**src/rtl/serial_frame_arbiter.sv**
```systemverilog
// Round-robin arbiter that lets two serial requesters share one N-bit
// shift register and hands each finished word out on a valid/ready port.
module serial_frame_arbiter #(
  parameter int N = 4
) (
  input  logic         clk,
  input  logic         reset,
  input  logic [1:0]   req,
  input  logic [1:0]   sdata,
  output logic [1:0]   grant,
  output logic         busy,
  output logic         out_valid,
  input  logic         out_ready,
  output logic [N-1:0] out_data,
  output logic         out_src,
  output logic         abort
);

  localparam int CW = $clog2(N);
  localparam logic [CW-1:0] CNT_LAST = CW'(N - 1);

  typedef enum logic [1:0] {
    S_IDLE  = 2'd0,
    S_SHIFT = 2'd1,
    S_HOLD  = 2'd2
  } state_t;

  state_t        state_q, state_d;
  logic [1:0]    grant_q, grant_d;
  logic [CW-1:0] cnt_q, cnt_d;
  logic [N-1:0]  sr_q, sr_d;
  logic          last_src_q, last_src_d;
  logic          out_valid_q, out_valid_d;
  logic [N-1:0]  out_data_q, out_data_d;
  logic          out_src_q, out_src_d;
  logic          abort_q, abort_d;
  logic          winner;

  // On a tie the source that was not served last wins; otherwise the lone requester.
  // last_src_q doubles as the select of the source currently being shifted.
  assign winner = (req == 2'b11) ? ~last_src_q : req[1];

  always_comb begin
    state_d     = state_q;
    grant_d     = grant_q;
    cnt_d       = cnt_q;
    sr_d        = sr_q;
    last_src_d  = last_src_q;
    out_valid_d = out_valid_q;
    out_data_d  = out_data_q;
    out_src_d   = out_src_q;
    abort_d     = 1'b0;
    unique case (state_q)
      S_IDLE: begin
        if (req != 2'b00) begin
          last_src_d = winner;
          grant_d    = winner ? 2'b10 : 2'b01;
          cnt_d      = '0;
          state_d    = S_SHIFT;
        end
      end
      S_SHIFT: begin
        if (!req[last_src_q]) begin
          // Requester let go mid-frame: discard without touching the output port.
          grant_d = 2'b00;
          abort_d = 1'b1;
          state_d = S_IDLE;
        end else begin
          sr_d  = {sr_q[N-2:0], sdata[last_src_q]};
          cnt_d = cnt_q + 1'b1;
          if (cnt_q == CNT_LAST) begin
            grant_d     = 2'b00;
            out_data_d  = sr_d;
            out_src_d   = last_src_q;
            out_valid_d = 1'b1;
            state_d     = S_HOLD;
          end
        end
      end
      S_HOLD: begin
        if (out_valid_q && out_ready) begin
          out_valid_d = 1'b0;
          state_d     = S_IDLE;
        end
      end
      default: state_d = S_IDLE;
    endcase
  end

  always_ff @(posedge clk) begin
    if (reset) begin
      state_q     <= S_IDLE;
      grant_q     <= 2'b00;
      cnt_q       <= '0;
      sr_q        <= '0;
      last_src_q  <= 1'b1;
      out_valid_q <= 1'b0;
      out_data_q  <= '0;
      out_src_q   <= 1'b0;
      abort_q     <= 1'b0;
    end else begin
      state_q     <= state_d;
      grant_q     <= grant_d;
      cnt_q       <= cnt_d;
      sr_q        <= sr_d;
      last_src_q  <= last_src_d;
      out_valid_q <= out_valid_d;
      out_data_q  <= out_data_d;
      out_src_q   <= out_src_d;
      abort_q     <= abort_d;
    end
  end

  assign grant     = grant_q;
  assign busy      = (state_q != S_IDLE);
  assign out_valid = out_valid_q;
  assign out_data  = out_data_q;
  assign out_src   = out_src_q;
  assign abort     = abort_q;

endmodule

```
**config.mk**
```make
export PLATFORM = sky130hd
export DESIGN_NAME = serial_frame_arbiter
export DESIGN_NICKNAME = d
export VERILOG_FILES = /design/src/rtl/serial_frame_arbiter.sv
export SDC_FILE = /design/constraint.sdc
export NUM_CORES = 1
export LEC_CHECK = 0
export BUFFER_PORTS_ARGS = -buffer_cell sky130_fd_sc_hd__buf_2
export CAP_MARGIN = 20
export CORE_MARGIN = 8
export CORE_UTILIZATION = 46
export CTS_CLUSTER_DIAMETER = 40
export CTS_CLUSTER_SIZE = 12
export DETAILED_ROUTE_END_ITERATION = 16
export PLACE_DENSITY = 0.75
export SETUP_SLACK_MARGIN = 0.1
export SLEW_MARGIN = 30
export SYNTH_ARGS = -nofsm -noshare
export SYNTH_HDL_FRONTEND = slang
export SYNTH_SLANG_ARGS = --single-unit
```
**constraint.sdc**
```tcl
create_clock -name clk -period 1.3 [get_ports clk]
set_input_delay 0.195 -clock clk [delete_from_list [all_inputs] [get_ports clk]]
set_output_delay 0.195 -clock clk [all_outputs]
set_load 0.005 [all_outputs]
```
==> impl_metrics.env, run 1 <==
export IMPL_status="finished with violations"
export IMPL_violations="negative setup slack"
export IMPL_ios=17
export IMPL_postRouteAntennaNets=0
export IMPL_finalMaxSlewViolations=0
export IMPL_finClkSkew_ps=7.10
export IMPL_diodes=0
export IMPL_grt_overflow=0
export IMPL_routabilityCongestion=0.815
export IMPL_setup_violations=2
export IMPL_postSynthCellCount=92
export IMPL_ys_ff_latch=17
export IMPL_routedWlPerCell_microns=14.5
export IMPL_grt_usage_pct=12.4
export IMPL_max_slew_margin_pct=79.8
export IMPL_rsz0062_at_grt="true"
export IMPL_final_common_cell="buf_4"
export IMPL_hpwl_mm=1.37
export IMPL_finalWirelength_mm=2.07
export IMPL_antenna_found_initial=0
export IMPL_p_leak_nw=0.467
export IMPL_setup_worst_path_class="reg2reg"
export IMPL_max_cap_violations=0
export IMPL_post_route_util_pct=66.0
export IMPL_dr_pass1_iters=4
export IMPL_finalNetCount=134
export IMPL_drc=0
export IMPL_cts_root_buffer="clkbuf_4"
export IMPL_drt_iter0_markers=42
export IMPL_syn_area_sq_um=791
export IMPL_cts_clk_slew_worst_paths_ps=110
export IMPL_hold_viol=0
export IMPL_critical_path_max_fanout=2
export IMPL_final_cells=142
export IMPL_tightest_slew_ps=303
export IMPL_cts_buffers=3
export IMPL_yosysUniqueCellTypes=29
export IMPL_cp_start_kind="register"
export IMPL_p_total_mw=1.07
export IMPL_grt_pass1_vias=761
export IMPL_numClockSinks=17
export IMPL_htreeDepth=1
export IMPL_layout_min_cycle_time_ps=1360
export IMPL_finalWorstSetupSlack_ps=-59.1
export IMPL_synthesis_nets=100
export IMPL_post_route_period_util_pct=105
export IMPL_rrSetupSlack_ps=-60
export IMPL_chipHeight_microns=57.5
export IMPL_fp_dieW_microns=57.5
export IMPL_area_growth_pct=39.4
export IMPL_num_vias=820
export IMPL_layout_common_cells="18 x buf_4, 15 x buf_2, 12 x a21oi_1, 12 x dfxtp_1, 8 x nor3_1"
export IMPL_hp_class="in2reg"
export IMPL_cts_tree="done"
export IMPL_p_per_area_nw_per_um2=975
export IMPL_grt_max_degree=17
export IMPL_ys_seq_area_share_pct=43.0
export IMPL_worstPathArrival_ps=1560
export IMPL_numPortBuffers=16
export IMPL_final_layout_size_suffix_gt1_share_pct=46.4
export IMPL_placed_cells=132
export IMPL_die_area_sq_um=3300
export IMPL_core_area_sq_um=1670
export IMPL_clock_latency_ps=290
export IMPL_max_clock_freq_ghz=0.736
export IMPL_syn_area_per_cell_sq_um=8.60
export IMPL_grt_pass1_wl_mm=3.32
export IMPL_ir_drop_mv=0.541
export IMPL_cp_required_ps=1500
export IMPL_start_util_pct=47.3
export IMPL_clockBufferDepth=2
export IMPL_rows=15
export IMPL_routed_via_density=5.77
export IMPL_synth_warnings=0
export IMPL_cp_end_kind="register"
==> worst max-delay path, stage by stage, from the launching register on <==
cell and delay, ps:
dfxtp_2 350, mux2_4 310, a311oi_2 260, mux2_1 340
==> per-stage QoR <==
step / TNS, ps / area [sq um] / setup WS (ps) / hold slack (ps)
2_1_floorplan: -128 / 793 / -128 / 273
3_3_place_gp: -38.3 / 960 / -38.3 / 454
3_5_place_dp: -74.5 / 960 / -74.5 / 453
4_1_cts: -58.3 / 1040 / -50.9 / 254
5_1_grt: -208 / 1100 / -88.0 / 286
6_report: -63.8 / 1100 / -59.1 / 251
==> synth_stat cells (all sizes together) <==
cell type	instances	area (sq um)
o21ai	7	35.0
clkbuf	2	7.51
ha	1	12.5
mux2i	1	10.0
a21boi	1	7.51
or3	1	6.26
nor2	4	15.0
a21oi	13	65.1
nand2	2	7.51
nor2b	2	12.5
nor3	10	50.1
and3b	1	8.76
dfxtp	17	340
a311oi	1	15.0
nand3	7	35.0
nand2b	1	6.26
nand3b	1	7.51
mux2	3	37.5
nor3b	2	15.0
a32oi	1	8.76
buf	5	31.3
and3	1	6.26
inv	4	15.0
o221ai	2	17.5
o221a	1	11.3
nor4	1	6.26
==> layer usage <==
metal / wire, microns / share of wire (%) / global-route usage, % / up-vias
met1: 826 / 40 / 13.5 / 393
met4: 15 / 0.73 / 3.93 / 0
met2: 1070 / 52 / 22.2 / 25
met5: 0 / 0 / 0 / -
met3: 155 / 7.5 / 3.59 / 2
li1: - / - / - / 400
==> cell families after synthesis <==
logic type               Yosys count  share of synthesized area [%]
AO/OA/AOI/OAI                     26                           20.3
buffers and inverters             11                           6.80
AND/OR/NAND/NOR                   33                           22.3
adder cells (fa/ha/maj)            1                           1.58
multiplexers                       4                           6.01
flip-flops                        17                           43.0
==> power by group <==
part / total [mW] / internal, mW / switching [mW]
Combinational: 0.221 / 0.113 / 0.108
Clock: 0.299 / 0.114 / 0.185
Sequential: 0.555 / 0.539 / 0.0153
==> flip-flops by register name, indices dropped and copies added (netlist names) <==
signal and flops:
abort 1, cnt_q 2, grant 2, last_src_q 1, out_data 4, out_src 1, out_valid 1, sr_q 3
state_q 2
==> timing repair <==
action,4_1_cts,5_1_grt
hold buffers,0,0
setup buffers,2,4
resized for setup,20,5
endpoints found under the setup margin,13,16
pin swaps,4,7
==> path summary, 6_finish.rpt <==
kind / startpoint / end / cells past startpoint
worst max-delay path: last_src_q / grant[0] / 3
worst min-delay path: reset / state_q[1] / 2
worst max register to register: last_src_q / grant[0] / 3
worst min register to register: grant[1] / grant[1] / 2
==> cell type report <==
type	instances	area [sq um]
Clock buffer	3	22.5
Clock inverter	1	5.00
Fill cell	127	568
Inverter	4	15.0
Multi-Input combinational cell	64	443
Sequential cell	17	352
Tap cell	17	21.3
Timing Repair Buffer	36	244
Power figures use the tool's default switching activity.
==> run 2: changes to the inputs <==
Settings changed: MAX_ROUTING_LAYER set to met4.
==> run 2 against run 1 <==
The run still ends with negative setup slack left. Clock-buffer cell count did not move. Non-clock buffer count unchanged. Core utilization did not move. Cell count unchanged. Sequential power about the same. Fmax about the same. Combinational power about the same. Register-to-register slack is essentially flat. Critical path type unchanged. Sequential cell count unchanged. Wire length hardly changed. Worst setup slack barely moved. Design area did not move.
==> impl_metrics.env, run 2 (synthesis gave the netlist of run 1 again) <==
export IMPL_finalWorstSetupSlack_ps=-59.1
export IMPL_fp_dieW_microns=57.5
export IMPL_start_util_pct=47.3
export IMPL_routedWlPerCell_microns=14.5
export IMPL_min_path_cells=2
export IMPL_setup_worst_path_class="reg2reg"
export IMPL_clock_latency_ps=290
export IMPL_numClockSinks=17
export IMPL_timing_hold_worst_endpoint="state_q[1]"
export IMPL_max_cap_violations=0
export IMPL_finalWirelength_mm=2.06
export IMPL_p_per_area_nw_per_um2=975
export IMPL_routabilityCongestion=0.827
export IMPL_cp_start_kind="register"
export IMPL_setup_violations=2
export IMPL_max_clock_freq_ghz=0.736
export IMPL_diodes=0
export IMPL_fillers=127
export IMPL_status="finished with violations"
export IMPL_grt_overflow=0
export IMPL_cts_tree="done"
export IMPL_rows=15
export IMPL_core_area_sq_um=1670
export IMPL_layout_min_cycle_time_ps=1360
export IMPL_final_cell_area_sq_um=1100
export IMPL_critical_path_startpoint="last_src_q"
export IMPL_finalNetCount=134
export IMPL_violations="negative setup slack"
export IMPL_ios=17
export IMPL_regArea_sq_um=352
export IMPL_largest_reg_flops=4
export IMPL_chipHeight_microns=57.5
export IMPL_dr_pass1_iters=4
export IMPL_cts_buffers=3
export IMPL_critical_path_max_fanout=2
export IMPL_cp_end_kind="register"
export IMPL_finClkSkew_ps=7.08
export IMPL_p_total_mw=1.07
export IMPL_hold_viol=0
export IMPL_grt_pass1_vias=761
export IMPL_grt_usage_pct=12.7
export IMPL_die_area_sq_um=3300
export IMPL_preCtsSetupSlack_ps=-74.5
export IMPL_rr_worst_depth=3
export IMPL_clockBufferDepth=2
export IMPL_postRouteAntennaNets=0
export IMPL_num_vias=820
export IMPL_final_cells=142
export IMPL_placed_cells=132
export IMPL_postCtsHoldBufs=0
export IMPL_area_growth_pct=39.4
export IMPL_worstPathArrival_ps=1560
export IMPL_rsz0062_at_grt="true"
export IMPL_r2r_start="last_src_q"
export IMPL_drt_iter0_markers=42
export IMPL_cts_clk_slew_worst_paths_ps=110
export IMPL_layout_common_cells="18 x buf_4, 15 x buf_2, 12 x a21oi_1, 12 x dfxtp_1, 8 x nor3_1"
export IMPL_max_slew_margin_pct=79.8
export IMPL_routed_via_density=5.77
export IMPL_placed_cell_area_sq_um=960
export IMPL_multi_input_area_sq_um=443
export IMPL_numPortBuffers=16
export IMPL_hold_path_startpoint="reset"
export IMPL_tightest_slew_ps=303
export IMPL_cts_root_buffer="clkbuf_4"
export IMPL_drc=0
export IMPL_hpwl_mm=1.37
export IMPL_htreeDepth=1
export IMPL_final_common_cell="buf_4"
export IMPL_hp_class="in2reg"
export IMPL_post_route_period_util_pct=105
export IMPL_worstReg2RegEnd="grant[0]"
export IMPL_cp_required_ps=1500
export IMPL_antenna_found_initial=0
export IMPL_finalMaxSlewViolations=0
export IMPL_ir_drop_mv=0.541
export IMPL_p_leak_nw=0.467
export IMPL_rrSetupSlack_ps=-60
export IMPL_grt_pass1_wl_mm=3.32
export IMPL_final_layout_size_suffix_gt1_share_pct=46.4
export IMPL_finalSetupTns_ps=-63.1
export IMPL_grt_max_degree=17
-- run 2: cell counts in the layout (fill, tap and decap cells not counted) --
Identical to the previous run, type by type.
-- run 2: cell type report --
cell class | count | share of cell area (%)
inverters | 4 | 1.36
clock buffers | 3 | 2.04
clock inverters | 1 | 0.454
repair buffers | 36 | 22.1
flip-flops and latches | 17 | 31.9
well taps | 17 | 1.93
multi-input cells | 64 | 40.2
-- run 2: worst max-delay path by stage --
stage	endpoint	slack, ps
finish	grant[0]	-60
global route	grant[0]	-90
CTS	grant[0]	-50
detailed placement	grant[0]	-70
global placement	grant[0]	-40
floorplan	grant[0]	-130
-- run 2: power by group --
group          switching, mW  internal (mW)  leakage [nW]
Clock                  0.185          0.114        0.0177
Combinational          0.108          0.113         0.309
Sequential            0.0153          0.539         0.140
Total                  0.309          0.766         0.467
-- run 2: metal layers --
metal	share of wire [%]	GRT usage (%)
met5	0	-
met4	0.73	3.93
met1	41	13.8
met2	52	22.2
met3	6.8	3.14
-- run 2: repair_timing --
item | CTS | global route
setup endpoints to repair | 13 | 16
buffers inserted | 2 | 4
pin swaps | 4 | 7
gates resized for setup | 20 | 5
-- run 2: worst max-delay path, cell delays in order (launching register included) --
cell and delay, ps:
dfxtp_2 350, mux2_4 310, a311oi_2 260, mux2_1 340
-- run 2: through the flow --
step                utilization, %  hold slack (ps)
floorplan                        -              273
global placement              57.5              454
detailed placement            57.5              453
CTS                           62.5              254
global route                  66.0              286
finish                        66.0              251
==> run 3: changes to the inputs <==
Settings changed: CORE_MARGIN 8 to unset, CTS_CLUSTER_SIZE 12 to 40, TNS_END_PERCENT set to 5.
==> run 3 against run 2 <==
The run ends with design-rule violations, negative setup slack left. Global-route usage rose by 11 points. Via count fell by 3.9%. Sequential cell count did not move. Combinational power fell by 11%. Non-clock buffer count fell by 5. First-iteration DRC count fell by 48%. Clock-buffer cell count did not move. Sequential power barely moved. Cell count fell by 4.2%. Critical path depth did not move. Wire length fell by 10%. Core utilization rose by 0.059 points. Largest cell class unchanged. Highest routed layer unchanged.
==> impl_metrics.env, run 3 (synthesis gave the netlist of run 1 again) <==
export IMPL_finalMaxSlewViolations=0
export IMPL_max_slew_margin_pct=80.1
export IMPL_grt_pass1_vias=697
export IMPL_clock_latency_ps=300
export IMPL_placed_cells=131
export IMPL_post_route_period_util_pct=103
export IMPL_cts_tree="done"
export IMPL_clockBufferDepth=2
export IMPL_hold_path_startpoint="reset"
export IMPL_final_cells=136
export IMPL_cp_required_ps=1490
export IMPL_rows=14
export IMPL_p_per_area_nw_per_um2=1000
export IMPL_final_layout_size_suffix_gt1_share_pct=40.8
export IMPL_rsz0062_at_grt="true"
export IMPL_rrSetupSlack_ps=-40
export IMPL_grt_usage_pct=23.5
export IMPL_routedWlPerCell_microns=13.6
export IMPL_max_clock_freq_ghz=0.744
export IMPL_die_area_sq_um=1890
export IMPL_post_route_util_pct=66.1
export IMPL_path_buf_inv=0
export IMPL_area_growth_pct=30.2
export IMPL_cts_root_buffer="clkbuf_4"
export IMPL_diodes=0
export IMPL_finalNetCount=129
export IMPL_crit_path_max_incr_delay_ps=350
export IMPL_violations="design-rule violations, negative setup slack"
export IMPL_r2r_start="last_src_q"
export IMPL_cts_clk_slew_worst_paths_ps=100
export IMPL_hpwl_mm=1.29
export IMPL_finalWorstSetupSlack_ps=-44.0
export IMPL_chipHeight_microns=43.5
export IMPL_num_vias=788
export IMPL_cp_end_kind="register"
export IMPL_grt_max_degree=17
export IMPL_routabilityCongestion=0.780
export IMPL_layout_min_cycle_time_ps=1340
export IMPL_status="finished with violations"
export IMPL_grt_pass1_wl_mm=3.11
export IMPL_finClkSkew_ps=8.23
export IMPL_fp_dieW_microns=43.5
export IMPL_cp_start_kind="register"
export IMPL_worstPathArrival_ps=1540
export IMPL_setup_worst_path_class="reg2reg"
export IMPL_setup_violations=2
export IMPL_routed_via_density=5.79
export IMPL_hold_viol=0
export IMPL_tightest_slew_ps=298
export IMPL_numPortBuffers=16
export IMPL_hp_class="in2reg"
export IMPL_largest_reg_flops=4
export IMPL_p_leak_nw=0.436
export IMPL_start_util_pct=50.7
export IMPL_core_area_sq_um=1560
export IMPL_htreeDepth=1
export IMPL_ir_drop_mv=0.756
export IMPL_critPathSlowestCell="dfxtp_2"
export IMPL_drt_iter0_markers=22
export IMPL_critical_path_max_fanout=2
export IMPL_max_cap_violations=0
export IMPL_finalWirelength_mm=1.86
export IMPL_postCtsHoldBufs=0
export IMPL_cts_buffers=3
export IMPL_numClockSinks=17
export IMPL_antenna_found_initial=0
export IMPL_ios=17
export IMPL_cp_top_family="multiplexers"
export IMPL_critical_path_startpoint="last_src_q"
export IMPL_grt_overflow=0
export IMPL_drc=2
export IMPL_dr_pass1_iters=11
export IMPL_path_cells="mux2_4 > a311oi_2 > mux2_1"
export IMPL_layout_common_cells="16 x buf_2, 14 x buf_4, 12 x a21oi_1, 12 x dfxtp_1, 10 x nor3_1"
export IMPL_postRouteAntennaNets=0
export IMPL_final_common_cell="buf_2"
## run 3: layout make-up
cell class,count,area (sq um)
fill,135,529
tap,16,20.0
multi-input combinational,64,422
clock buffer,3,22.5
sequential,17,349
timing repair buffer,31,196
inverter,4,15.0
clock inverter,1,5.00
## run 3: timing repair
item                       CTS  global route
pin swaps                    7             3
setup endpoints to repair   13            14
hold endpoints to repair     0             0
buffers inserted             1             0
gates resized for setup     13             1
## run 3: routing by layer
metal,up-vias,part of all wire [%],global-route usage (%),routed length (microns)
li1,390,-,-,-
met1,375,47,29.4,874
met2,19,47,34.8,868
met3,4,4.3,7.92,80
met4,0,1.7,9.38,31
met5,-,0,-,0
## run 3: report_power, final
group          internal (mW)  switching, mW  total, mW
clock                  0.115          0.167      0.282
combinational         0.0959          0.100      0.196
sequential             0.541         0.0154      0.557
total                  0.752          0.283       1.03
## run 3: worst paths after layout
check                                  end  cells after the start
worst max-delay path              grant[0]                      3
worst min register to register    grant[1]                      2
worst min-delay path            state_q[1]                      2
worst max register to register    grant[0]                      3
## run 3: per-stage QoR
stage	cell area (sq um)	hold WS (ps)	total power, mW	setup TNS (ps)	setup slack [ps]
finish	1030	256	1.03	-80.0	-44.0
global route	1030	256	1.10	-300	-81.8
CTS	1030	252	1.04	-59.5	-47.2
detailed placement	958	453	0.751	-87.7	-87.7
global placement	958	451	0.746	-37.3	-37.3
floorplan	792	273	0.668	-128	-128
